**config.mk**
```make
export PLATFORM = sky130hd
export DESIGN_NAME = if_fetch_stage
export DESIGN_NICKNAME = d
export VERILOG_FILES = /design/src/rtl/if_fetch_stage.sv
export SDC_FILE = /design/constraint.sdc
export NUM_CORES = 1
export LEC_CHECK = 0
export BUFFER_PORTS_ARGS = -buffer_cell sky130_fd_sc_hd__buf_4
export CAP_MARGIN = 20
export CORE_UTILIZATION = 52
export CTS_CLUSTER_DIAMETER = 40
export CTS_CLUSTER_SIZE = 8
export DETAILED_ROUTE_END_ITERATION = 10
export GPL_ROUTABILITY_DRIVEN = 0
export PLACE_DENSITY = 0.8
export SLEW_MARGIN = 20
export SYNTH_ARGS = -nofsm -noshare
export SYNTH_HDL_FRONTEND = slang
export SYNTH_SLANG_ARGS = --single-unit
```
**constraint.sdc**
```tcl
create_clock -name clk -period 1.74 [get_ports clk]
set_input_delay 0.174 -clock clk [delete_from_list [all_inputs] [get_ports clk]]
set_output_delay 0.174 -clock clk [all_outputs]
set_load 0.05 [all_outputs]
```
**src/rtl/if_fetch_stage.sv**
```systemverilog
// ---------------------------------------------------------------------------
// if_fetch_stage
//   Instruction-fetch stage feeding decode and the jump/branch unit. Owns the
//   architectural PC, keeps a single read outstanding to instruction memory,
//   and hands each fetched word to decode through a one-entry IF/ID register
//   backed by a one-entry skid buffer. A redirect from the jump/branch unit
//   reloads the PC and squashes any wrong-path fetch or buffered word.
//
// Ports:
//   clk, rst_n      clock (rising edge) / asynchronous active-low reset
//   Redirect        PcSel from the jump/branch unit
//   RedirectPC      NextPC target; low two bits ignored (word aligned)
//   IdReady         decode consumes IF/ID contents this cycle
//   ImemReq/Addr    fetch request valid / byte address (always the PC)
//   ImemGnt         memory accepts the request this cycle
//   ImemRspValid    read data valid, one or more cycles after the grant
//   ImemRspData     fetched instruction word
//   IfIdValid/Instr/PC  IF/ID register contents presented to decode
// ---------------------------------------------------------------------------
module if_fetch_stage #(
   parameter int              PC_W     = 9,
   parameter logic [PC_W-1:0] RESET_PC = '0
) (
   input  logic            clk,
   input  logic            rst_n,
   input  logic            Redirect,
   input  logic [31:0]     RedirectPC,
   input  logic            IdReady,
   output logic            ImemReq,
   output logic [PC_W-1:0] ImemAddr,
   input  logic            ImemGnt,
   input  logic            ImemRspValid,
   input  logic [31:0]     ImemRspData,
   output logic            IfIdValid,
   output logic [31:0]     IfIdInstr,
   output logic [PC_W-1:0] IfIdPC
);

   localparam logic [31:0] NOP = 32'h0000_0013;

   typedef enum logic [1:0] {
      S_REQ  = 2'd0,   // request presented to memory
      S_WAIT = 2'd1,   // granted, waiting for the response
      S_HOLD = 2'd2,   // response parked in the skid, decode stalled
      S_DROP = 2'd3    // outstanding response belongs to a squashed path
   } state_e;

   state_e          state_q, state_d;
   logic [PC_W-1:0] pc_q, pc_d;
   logic [PC_W-1:0] req_pc_q, req_pc_d;
   logic            ifid_valid_q, ifid_valid_d;
   logic [31:0]     ifid_instr_q, ifid_instr_d;
   logic [PC_W-1:0] ifid_pc_q, ifid_pc_d;
   logic [31:0]     skid_instr_q, skid_instr_d;
   logic [PC_W-1:0] skid_pc_q, skid_pc_d;

   logic [PC_W-1:0] redirect_pc;
   logic            ifid_free;
   logic            unused_redirect_bits;

   assign redirect_pc          = {RedirectPC[PC_W-1:2], 2'b00};
   assign unused_redirect_bits = ^{RedirectPC[31:PC_W], RedirectPC[1:0]};

   // IF/ID can take a new word if empty or being drained by decode this cycle.
   assign ifid_free = !ifid_valid_q || IdReady;

   // Held low during reset so memory never sees a request from a reset stage.
   assign ImemReq   = rst_n && (state_q == S_REQ);
   assign ImemAddr  = pc_q;
   assign IfIdValid = ifid_valid_q;
   assign IfIdInstr = ifid_instr_q;
   assign IfIdPC    = ifid_pc_q;

   always_comb begin
      state_d      = state_q;
      pc_d         = pc_q;
      req_pc_d     = req_pc_q;
      ifid_valid_d = ifid_valid_q;
      ifid_instr_d = ifid_instr_q;
      ifid_pc_d    = ifid_pc_q;
      skid_instr_d = skid_instr_q;
      skid_pc_d    = skid_pc_q;

      if (ifid_valid_q && IdReady) begin
         ifid_valid_d = 1'b0;
      end

      unique case (state_q)
         S_REQ: begin
            if (ImemGnt) begin
               req_pc_d = pc_q;
               pc_d     = pc_q + PC_W'(4);
               state_d  = S_WAIT;
            end
         end
         S_WAIT: begin
            if (ImemRspValid) begin
               if (ifid_free) begin
                  ifid_valid_d = 1'b1;
                  ifid_instr_d = ImemRspData;
                  ifid_pc_d    = req_pc_q;
                  state_d      = S_REQ;
               end else begin
                  skid_instr_d = ImemRspData;
                  skid_pc_d    = req_pc_q;
                  state_d      = S_HOLD;
               end
            end
         end
         S_HOLD: begin
            // IF/ID is necessarily valid here; the skid refills it on drain.
            if (IdReady) begin
               ifid_valid_d = 1'b1;
               ifid_instr_d = skid_instr_q;
               ifid_pc_d    = skid_pc_q;
               state_d      = S_REQ;
            end
         end
         S_DROP: begin
            if (ImemRspValid) begin
               state_d = S_REQ;
            end
         end
         default: state_d = S_REQ;
      endcase

      // Redirect wins over everything above. A grant accepted in the same
      // cycle still leaves a response in flight, which DROP absorbs.
      if (Redirect) begin
         pc_d         = redirect_pc;
         ifid_valid_d = 1'b0;
         ifid_instr_d = ifid_instr_q;
         ifid_pc_d    = ifid_pc_q;
         unique case (state_q)
            S_REQ:   state_d = ImemGnt      ? S_DROP : S_REQ;
            S_WAIT:  state_d = ImemRspValid ? S_REQ  : S_DROP;
            S_HOLD:  state_d = S_REQ;
            S_DROP:  state_d = S_DROP;
            default: state_d = S_REQ;
         endcase
      end
   end

   always_ff @(posedge clk or negedge rst_n) begin
      if (!rst_n) begin
         state_q      <= S_REQ;
         pc_q         <= RESET_PC;
         req_pc_q     <= '0;
         ifid_valid_q <= 1'b0;
         ifid_instr_q <= NOP;
         ifid_pc_q    <= '0;
         skid_instr_q <= NOP;
         skid_pc_q    <= '0;
      end else begin
         state_q      <= state_d;
         pc_q         <= pc_d;
         req_pc_q     <= req_pc_d;
         ifid_valid_q <= ifid_valid_d;
         ifid_instr_q <= ifid_instr_d;
         ifid_pc_q    <= ifid_pc_d;
         skid_instr_q <= skid_instr_d;
         skid_pc_q    <= skid_pc_d;
      end
   end

endmodule

```
== Word level (Yosys, flattened, before mapping) ==
Index checks and enable logic that the tools add are counted.
Storage, ports and cells
  input port bits: 70
  RAM bits: 0
  word-level logic and storage cells: 61
  memories: 0
  bits in latches: 0
  ROM bits: 0
  register bits: 103
Cells by class
  $add $sub $neg: 1
  $mul: 0
  order comparisons: 0
  multiplexer cells: 27
  shift-type cells: 0
  eq/ne operators: 10
  div/mod/pow operators: 0
  bitwise operators: 2
  reduce and logical (&&, ||, !) cells: 13
Operators by type and width (count)
  32-bit two-way mux: 3
  32-bit one-hot mux with 2 select lines: 1
  9-bit two-way mux: 6
  9-bit one-hot mux with 2 select lines: 1
  2-bit two-way mux: 8
  2-bit one-hot mux with 4 select lines: 2
  3-bit != test, second input constant: 4
  9-bit by 3-bit adder with 9-bit output, second input constant: 1
  2-bit != test, second input constant: 3
  2-bit nonzero test: 3
  1-bit two-way mux: 5
  5-bit AND reduction: 1
  2-bit equality test, second input constant: 2
  2-bit AND reduction: 2
  4-bit AND reduction: 1
  3-bit AND reduction: 1
  2-bit by 1-bit equality test with 1-bit output, second input constant: 1
  1-bit logical AND: 2
  2-bit logical NOT: 1
  1-bit NOT: 2
  1-bit one-hot mux with 2 select lines: 1
  1-bit logical NOT: 1
  1-bit logical OR: 1

== Depth between registers and ports, before layout ==
Gate-level depths: netlist of the first run.
  depth after elaboration: 6
  depth in mapped cells: 9
  mapped depth without buffers: 6

== Worst setup path before layout of the first run ==
No wires, ideal clock.
  path type: reg-to-reg
  start point: register ifid_valid_q (netlist: IfIdValid)
  end point: register skid_instr_q[16]
  path slack: 53 ps
  arrival: 1562 ps
  library setup time: 125 ps
  stages on the path, launching flop included: 6
  cells stage by stage: dfrtp_1 > nor2b_4 > nand3_2 > buf_6 > buf_6 > mux2_4
On the way
  word-level cells in the longest chain between the ends: 4
Ends and longest elaborated chain
  start, declared: RTL line 51  | logic ifid_valid_q, ifid_valid_d;
  start signal, assigned: RTL line 158  | ifid_valid_q <= ifid_valid_d;
  1-bit logical NOT: RTL line 65  | assign ifid_free = !ifid_valid_q || IdReady;
  1-bit logical OR: RTL line 65
  1-bit NOT (no source line)
  3-bit AND reduction (no source line)
  end signal, assigned: RTL line 161  | skid_instr_q <= skid_instr_d;
  end, declared: RTL line 54  | logic [31:0] skid_instr_q, skid_instr_d;
Every way passes these cells.
A chain may end at the register's enable or synchronous reset.

== Final worst setup path of the first run ==
  start point: register state_q[0]
  end point: register ifid_instr_q[27] (netlist: IfIdInstr[27])
On the way
  word-level cells in the longest chain between the ends: 3
  elaborated cells on any way between the ends: 8
  classes of those cells: eq/ne (5); mux (1); reduce/logical (2)
Ends and longest elaborated chain
  start, declared: RTL line 48  | state_e state_q, state_d;
  start signal, assigned: RTL line 155  | state_q <= state_d;
  2-bit by 1-bit equality test with 1-bit output or 2-bit equality test (tied branches): RTL line 88  | unique case (state_q)
  2-bit != test (no source line) or 2-bit nonzero test (tied branches)
  5-bit AND reduction (no source line)
  end signal, assigned: RTL line 159  | ifid_instr_q <= ifid_instr_d;
  end, declared: RTL line 52  | logic [31:0] ifid_instr_q, ifid_instr_d;
Several ways; a longest one is shown, not always the timed one.

==> impl_results.md, run 1 <==
- Post-synthesis adder-cell area fraction: 0.0148
- Post-DP HPWL: 5300 um
- R2R Path Start: state_q[0]
- Drt wl/cell: 16.1 um
- Post-route insts no fill: 547
- Worst hold slack: 0.0250 ns
- Worst VDD drop: between 0.8 and 0.9 mV
- CP required: 2.00 ns
- All-Layer GR Usage: 0.197
- Vias in the first global route: approximately 2800
- Post-DRT Antenna Nets: 0
- Die area: roughly 8500 sq um
- Filler cells: approximately 560
- Largest family of logic cells by synthesized area: multiplexers
- Synthesis-to-layout area growth: 28.1%
- Starting density of the core: 0.543
- Post-route minimum period: ~1.7 ns
- Mux contribution to synthesized area: 0.230
- Core footprint: 7810 sq um
- Critical path destination: IfIdInstr[27]
- Status: finished clean
- Vias: 2901
- Via density: 5.30
- Number of port buffers: 92
- Nets@finish: about 500
- Final Hold Fails: 0
- Routed wire length: 8810 um
- R2r endpoint: IfIdInstr[27]
- Worst setup path class: flop to flop
- Crit path max fanout: 13
- Fmax: 584 MHz
- H-tree Lvls: 3
- Die extent in x: 92.3 um
- Finish-stage setup viols: 0
- Reg2reg setup slack: approximately 0.027 ns
- Maxcap violations: 0
- Largest net degree at the start of global routing: 96
- CTS Root Cell: clkbuf_8
- Residual DRC: 0
- Min-Delay Path Class: input pin to flop
- Critical Path Source: state_q[0]
- Total CTS buffers: 9
- Synth Area in Simple Gates: 0.0755
- Fin crit share: 0.984
- Library cells used by synthesis: 34
- CTS tree: done
- Final Instance Area: approximately 5400 sq um
- Synth Area per Inst: 12.4 sq um
- Row count: 32
- Synth Area in Compound Gates: 0.0640
- Pre-Repair DR Iteration Count: 4
- Total power: ~10 mW
- DP Area: 5030 sq um
- DP Cell Count: 522
- CTS sink cnt: 95
- First-pass GRT wire length: 13100 um
- P_leak: 2.62 nW
- Power per Cell Area: 1930 nW/um^2
- Fraction of layout cells with a size suffix above 1: 0.413
- Clk_lat worst skew: 0.36 ns
- Yosys reg bits: 95
- Setup crit end kind: flop
- R2R cell count: 7
- Synth Area in XOR/XNOR: 0.0124
- Post-Syn Area: 4240 sq um
- Initial antenna violation count: 0
- Post-Synthesis Cells: 343
- CP Data Arrival Time: around 2.0 ns
- Final Max Tran Viols: 0
- Worst setup SP type: flop
- DIE HEIGHT: 92.3 um
- Fin Clk Skew: 0.0129 ns
- CTS clock-pin slew for the worst setup and hold paths: about 0.090 ns
- Grt ovf: 0
- DR iter-0 viols: between 60 and 70
- IO Count: 122
- Setup_tns: 0 ns
- Synthesis Warnings: 0
- N_diodes: 0
- Clock Path Buffers: 2
- Sequential area share after synthesis: 0.562
[critical path: stages (launching register included)]
cell	delay [ns]
dfrtp_1	0.43
inv_2	0.09
ha_4	0.28
nor2b_4	0.16
nand4b_4	0.11
buf_12	0.17
buf_12	0.15
o21ai_0	0.23
[metal layers]
metal,vias up,GRT usage,part of all wire
met5,-,0,0
met4,0,0.0716,0.013
met3,10,0.0369,0.043
met2,80,0.320,0.48
met1,1440,0.264,0.47
li1,1371,-,-
[cell type report]
cell class                 instances  area [sq um]  share of cell area
clock buffer                       9           124              0.0228
multi-input combinational        223          1740               0.321
clock inverter                     7          96.3              0.0177
timing repair buffer             107           941               0.173
sequential                        95          2380               0.439
inverter                           4          15.0             0.00276
tap                              102           128              0.0235
[synth_stat cells, drive strengths merged]
| library cell | number | area (sq um) |
|---|---|---|
| dfrtp | 89 | 2230 |
| nand2 | 48 | 180 |
| o21ai | 48 | 240 |
| mux2 | 46 | 556 |
| mux2i | 42 | 420 |
| buf | 20 | 139 |
| dfstp | 6 | 158 |
| ha | 5 | 62.6 |
| clkbuf | 4 | 15.0 |
| inv | 4 | 15.0 |
| xor2 | 4 | 35.0 |
| nand2b | 3 | 18.8 |
| nand3 | 3 | 20.0 |
| nor2b | 3 | 26.3 |
| and2 | 2 | 12.5 |
| nand4 | 2 | 12.5 |
| nor2 | 2 | 7.51 |
| nor3 | 2 | 10.0 |
| xnor2 | 2 | 17.5 |
| a211oi | 1 | 7.51 |
| and4b | 1 | 10.0 |
| conb | 1 | 3.75 |
| nand3b | 1 | 7.51 |
| nand4b | 1 | 15.0 |
| o22ai | 1 | 6.26 |
| o311ai | 1 | 8.76 |
| o31a | 1 | 8.76 |
[worst min-delay path by stage]
stage                    start               end  depth (start not counted)
6_report         RedirectPC[3]       ImemAddr[3]                          3
4_1_cts          RedirectPC[3]       ImemAddr[3]                          3
3_5_place_dp             rst_n      skid_pc_q[6]                          2
2_1_floorplan            rst_n     IfIdInstr[10]                          0
5_1_grt        ImemRspData[12]  skid_instr_q[12]                          2
3_3_place_gp             rst_n         IfIdPC[7]                          2
[sequential cells by signal (all words and copies together) (netlist names)]
name	flops
IfIdInstr	32
req_pc_q	7
IfIdValid	1
state_q	2
ImemAddr	7
IfIdPC	7
skid_instr_q	32
skid_pc_q	7
[per-stage QoR]
stage                     utilization  setup slack [ns]
final                           0.696            0.0274
after detailed placement        0.645            0.0294
after global placement          0.645             0.101
after global routing            0.696           -0.0520
after CTS                       0.675           0.00445
after floorplan                     -            0.0528
[timing repair]
| action | 4_1_cts | 5_1_grt |
|---|---|---|
| gates resized for setup | 1 | 13 |
| setup endpoints to repair | 1 | 41 |
| buffers inserted | 0 | 3 |
| endpoints found under the hold margin | 89 | 0 |
| cloned | 0 | 5 |
| hold buffers | 1 | 0 |
[cells by family after synthesis]
| group | after synthesis |
|---|---|
| adder cells (fa/ha/maj) | 5 |
| other | 1 |
| flip-flops | 95 |
| AND/OR/NAND/NOR | 68 |
| XOR/XNOR | 6 |
| multiplexers | 88 |
| buffers and inverters | 28 |
| AO/OA/AOI/OAI | 52 |
[cell usage in the layout, fill, tap and decap left out, types with 9 or more instances in the layout]
cell type / synthesis / final
buf_4: 6 / 95
dfrtp_1: 89 / 89
nand2_1: 48 / 48
mux2i_1: 42 / 42
mux2_2: 36 / 36
o21ai_0: 39 / 34
o21ai_1: 9 / 14
mux2_4: 10 / 10
clkbuf_8: 0 / 9
[power by group]
group          total [mW]  leakage [nW]  internal [mW]  switching, mW
Combinational        5.13          1.29           2.10           3.03
Sequential           3.77          1.21           3.22          0.556
Clock                1.59         0.114          0.815          0.777
Total                10.5          2.62           6.13           4.36
Power figures use the tool's default switching activity.
==> run 2: changes to the inputs <==
ABC_AREA = 1   (was default)
PLACE_DENSITY = 0.79   (was 0.8)
==> impl_results.md, run 2 <==
- Library cells used by synthesis: 22 (was 34)
- Synthesis-to-layout area growth: 23.5% (was 28.1%)
- Setup_tns: 0 ns (unchanged)
- First-pass GRT wire length: 16400 um (was 13100 um)
- IO Count: 122 (unchanged)
- Die area: 8980 sq um (was 8520 sq um)
- Fraction of layout cells with a size suffix above 1: 0.201 (was 0.413)
- Critical path buffers and inverters: 4 (was 3)
- Grt ovf: 0 (unchanged)
- CP Data Arrival Time: 1.47 ns (was 1.97 ns)
- Fin crit share: 0.942 (was 0.984)
- Slowest stage cell, crit path: dfrtp_1 (unchanged)
- Fmax: 610 MHz (was 584 MHz)
- Row count: 33 (was 32)
- Reg2reg setup slack: 0.15 ns (was 0.03 ns)
- Drt wl/cell: 12.9 um (was 16.1 um)
- Initial antenna violation count: 0 (unchanged)
- Vias in the first global route: 3683 (was 2826)
- DP Area: 5280 sq um (was 5030 sq um)
- Commonest non-fill, non-tap cells in the layout: 207 x nand2_1, 126 x o21ai_0, 95 x buf_4 (was 95 x buf_4, 89 x dfrtp_1, 48 x nand2_1)
- P_leak: 2.88 nW (was 2.62 nW)
- Synth Area per Inst: 7.88 sq um (was 12.4 sq um)
- Min-Delay Path Class: input pin to flop (unchanged)
- Relative slew margins: 0.659
- Hold_sp: RedirectPC[5] (was RedirectPC[3])
- Worst setup path class: flop to output port (was flop to flop)
- Final Instance Area: 5520 sq um (was 5430 sq um)
- N_diodes: 0 (unchanged)
- Filler cells: 690 (was 556)
- Starting density of the core: 0.542 (was 0.543)
- Synthesis Warnings: 0 (unchanged)
- Total power: 9.91 mW (was 10.5 mW)
- Async S/R FF share, synth: 1.00 (unchanged)
- Via density: 5.14 (was 5.30)
- CP required: 1.57 ns (was 2.00 ns)
- R2R Path Start: state_q[0] (unchanged)
- Nets@finish: 726 (was 515)
- RSZ-0062 raised after global routing: false
- Residual DRC: 0 (unchanged)
- DIE HEIGHT: 94.8 um (was 92.3 um)
- Worst setup SP type: flop (unchanged)
- All-Layer GR Usage: 0.235 (was 0.197)
- Fin util: 0.669 (was 0.696)
- Post-Synthesis Cells: 568 (was 343)
- Post-DP HPWL: 6350 um (was 5300 um)
- Clock Path Buffers: 2 (unchanged)
- Vias: 3914 (was 2901)
- H-tree Lvls: 3 (unchanged)
- Core footprint: 8260 sq um (was 7810 sq um)
- Number of synthesized flops with an enable pin: 0 (unchanged)
- Post-route minimum period: 1.64 ns (was 1.71 ns)
- Most common cell in the synthesized netlist: nand2_1 (was dfrtp_1)
- Yosys top cell area share: 0.498 (was 0.525)
- WHS Path Cells: 3 (unchanged)
- Pre-Repair DR Iteration Count: 5 (was 4)
- Register Area: 2380 sq um (unchanged)
- Synth top area cells: dfrtp_1 50%, nand2_1 18%, o21ai_0 15% (was dfrtp_1 53%, mux2i_1 9.9%, mux2_2 9.6%)
- Final Hold Fails: 0 (unchanged)
- Delay-heaviest family, CP: buffers and inverters (was flip-flops)
- Hold path endpoint: ImemAddr[5] (was ImemAddr[3])
- Routed wire length: 9800 um (was 8810 um)
- DR iter-0 viols: 252 (was 67)
- Final Max Tran Viols: 0 (unchanged)
- CP most frequent cell: buf_4 (was buf_12)
- Commonest non-fill, non-tap cell in the layout: nand2_1 (was buf_4)
- Number of port buffers: 92 (unchanged)
- CTS clock-pin slew for the worst setup and hold paths: 0.09 ns (about the same)
- Sequential area share after synthesis: 0.533 (was 0.562)
- CTS Root Cell: clkbuf_8 (unchanged)
- Status: finished clean (unchanged)
- CTS tree: done (unchanged)
- R2r endpoint: IfIdPC[7] (was IfIdInstr[27])
- Power per Cell Area: 1790 nW/um^2 (was 1930 nW/um^2)
- CTS sink cnt: 95 (unchanged)
- Post-Syn Area: 4470 sq um (was 4240 sq um)
- Synth top cells by count: 209 x nand2_1, 130 x o21ai_0, 89 x dfrtp_1 (was 89 x dfrtp_1, 48 x nand2_1, 42 x mux2i_1)
- Setup crit end kind: output port (was flop)
- Post-DRT Antenna Nets: 0 (unchanged)
- Worst VDD drop: 0.961 mV (was 0.886 mV)
- Worst hold slack: 0.0326 ns (was 0.0250 ns)
- Die extent in x: 94.8 um (was 92.3 um)
- Finish-stage setup viols: 0 (unchanged)
- Post-synth top area cell: dfrtp_1 (unchanged)
- Worst-Margin Slew: 0.511 ns
- R2R cell count: 8 (was 7)
- Total CTS buffers: 9 (unchanged)
- CP cell instances: inv_2 -> ha_1 -> buf_4 -> nand2_1 -> inv_1 -> buf_4 (was inv_2 -> ha_4 -> nor2b_4 -> nand4b_4 -> buf_12 -> buf_12 -> o21ai_0)
- Critical Path Max Stage Delay: 0.42 ns (was 0.43 ns)
- Crit path max fanout: 6 (was 13)
- Fin Clk Skew: 0.0112 ns (was 0.0129 ns)
- Maxcap violations: 0 (unchanged)
- Main synth FF type: dfrtp_1 (unchanged)
- Area occupied by multi-input gates: 1700 sq um (was 1740 sq um)
- Clk_lat worst skew: 0.36 ns (about the same)
- Yosys reg bits: 95 (unchanged)
- Largest net degree at the start of global routing: 96 (unchanged)
==> run 2: cell count changes after synthesis, sizes merged, moves of 8 or more <==
cell and delta:
nand2 +162, inv +56, nor2 +8, nand3 +12, mux2 -45, o21ai +82, mux2i -42, clkbuf +14
==> run 2: cell type report <==
class,count,area share
timing repair buffer,104,0.157
inverter,60,0.0408
sequential,95,0.432
tap,105,0.0238
multi-input combinational,381,0.307
clock buffer,10,0.0231
clock inverter,6,0.0168
==> run 2: per-layer routing <==
metal  GRT usage  part of all wire  up-vias
met5           0                 0        -
met4       0.101             0.018        0
met3      0.0475             0.061       17
met2       0.379              0.49      134
met1       0.307              0.44     1819
li1            -                 -     1944
==> run 2: through the flow <==
step | instances | setup slack, ns
2_1_floorplan | 571 | 0.186
5_1_grt | 761 | 0.000209
3_5_place_dp | 743 | 0.0388
3_3_place_gp | 743 | 0.174
4_1_cts | 760 | 0.0354
6_report | 761 | 0.100
==> run 2: report_power, final <==
part	switching (mW)	internal (mW)
registers	0.465	3.03
logic	3.34	1.48
clock network	0.775	0.818
total	4.58	5.33
==> run 2: kinds of logic after synthesis <==
family / after synthesis / synth area share
flops: 95 / 0.533
mux: 1 / 0.00252
compound gates: 135 / 0.152
xor+xnor: 1 / 0.00196
other cells: 1 / 0.000838
simple gates: 235 / 0.204
buf+inv: 95 / 0.0920
fa+ha+maj: 5 / 0.0140
==> run 2: tightest hold or removal path: stages <==
cell     delay, ns
buf_4         0.07
nand2_1       0.04
nand3_1       0.07
==> run 2: what timing repair did <==
item	CTS	global route
endpoints found under the setup margin	0	33
hold endpoints to repair	89	0
gates resized for setup	0	8
buffers inserted	0	1
hold buffers	1	0
==> run 2: worst max-delay path by stage <==
stage	to	cells after the start	slack (ns)	start
after floorplan	IfIdInstr[19]	9	0.19	state_q[0]
after global placement	IfIdPC[2]	8	0.17	state_q[0]
after detailed placement	IfIdInstr[9]	8	0.04	state_q[0]
after CTS	IfIdInstr[9]	8	0.04	state_q[1]
after global routing	ImemReq	6	0.0002	state_q[0]
final	ImemReq	6	0.10	state_q[0]
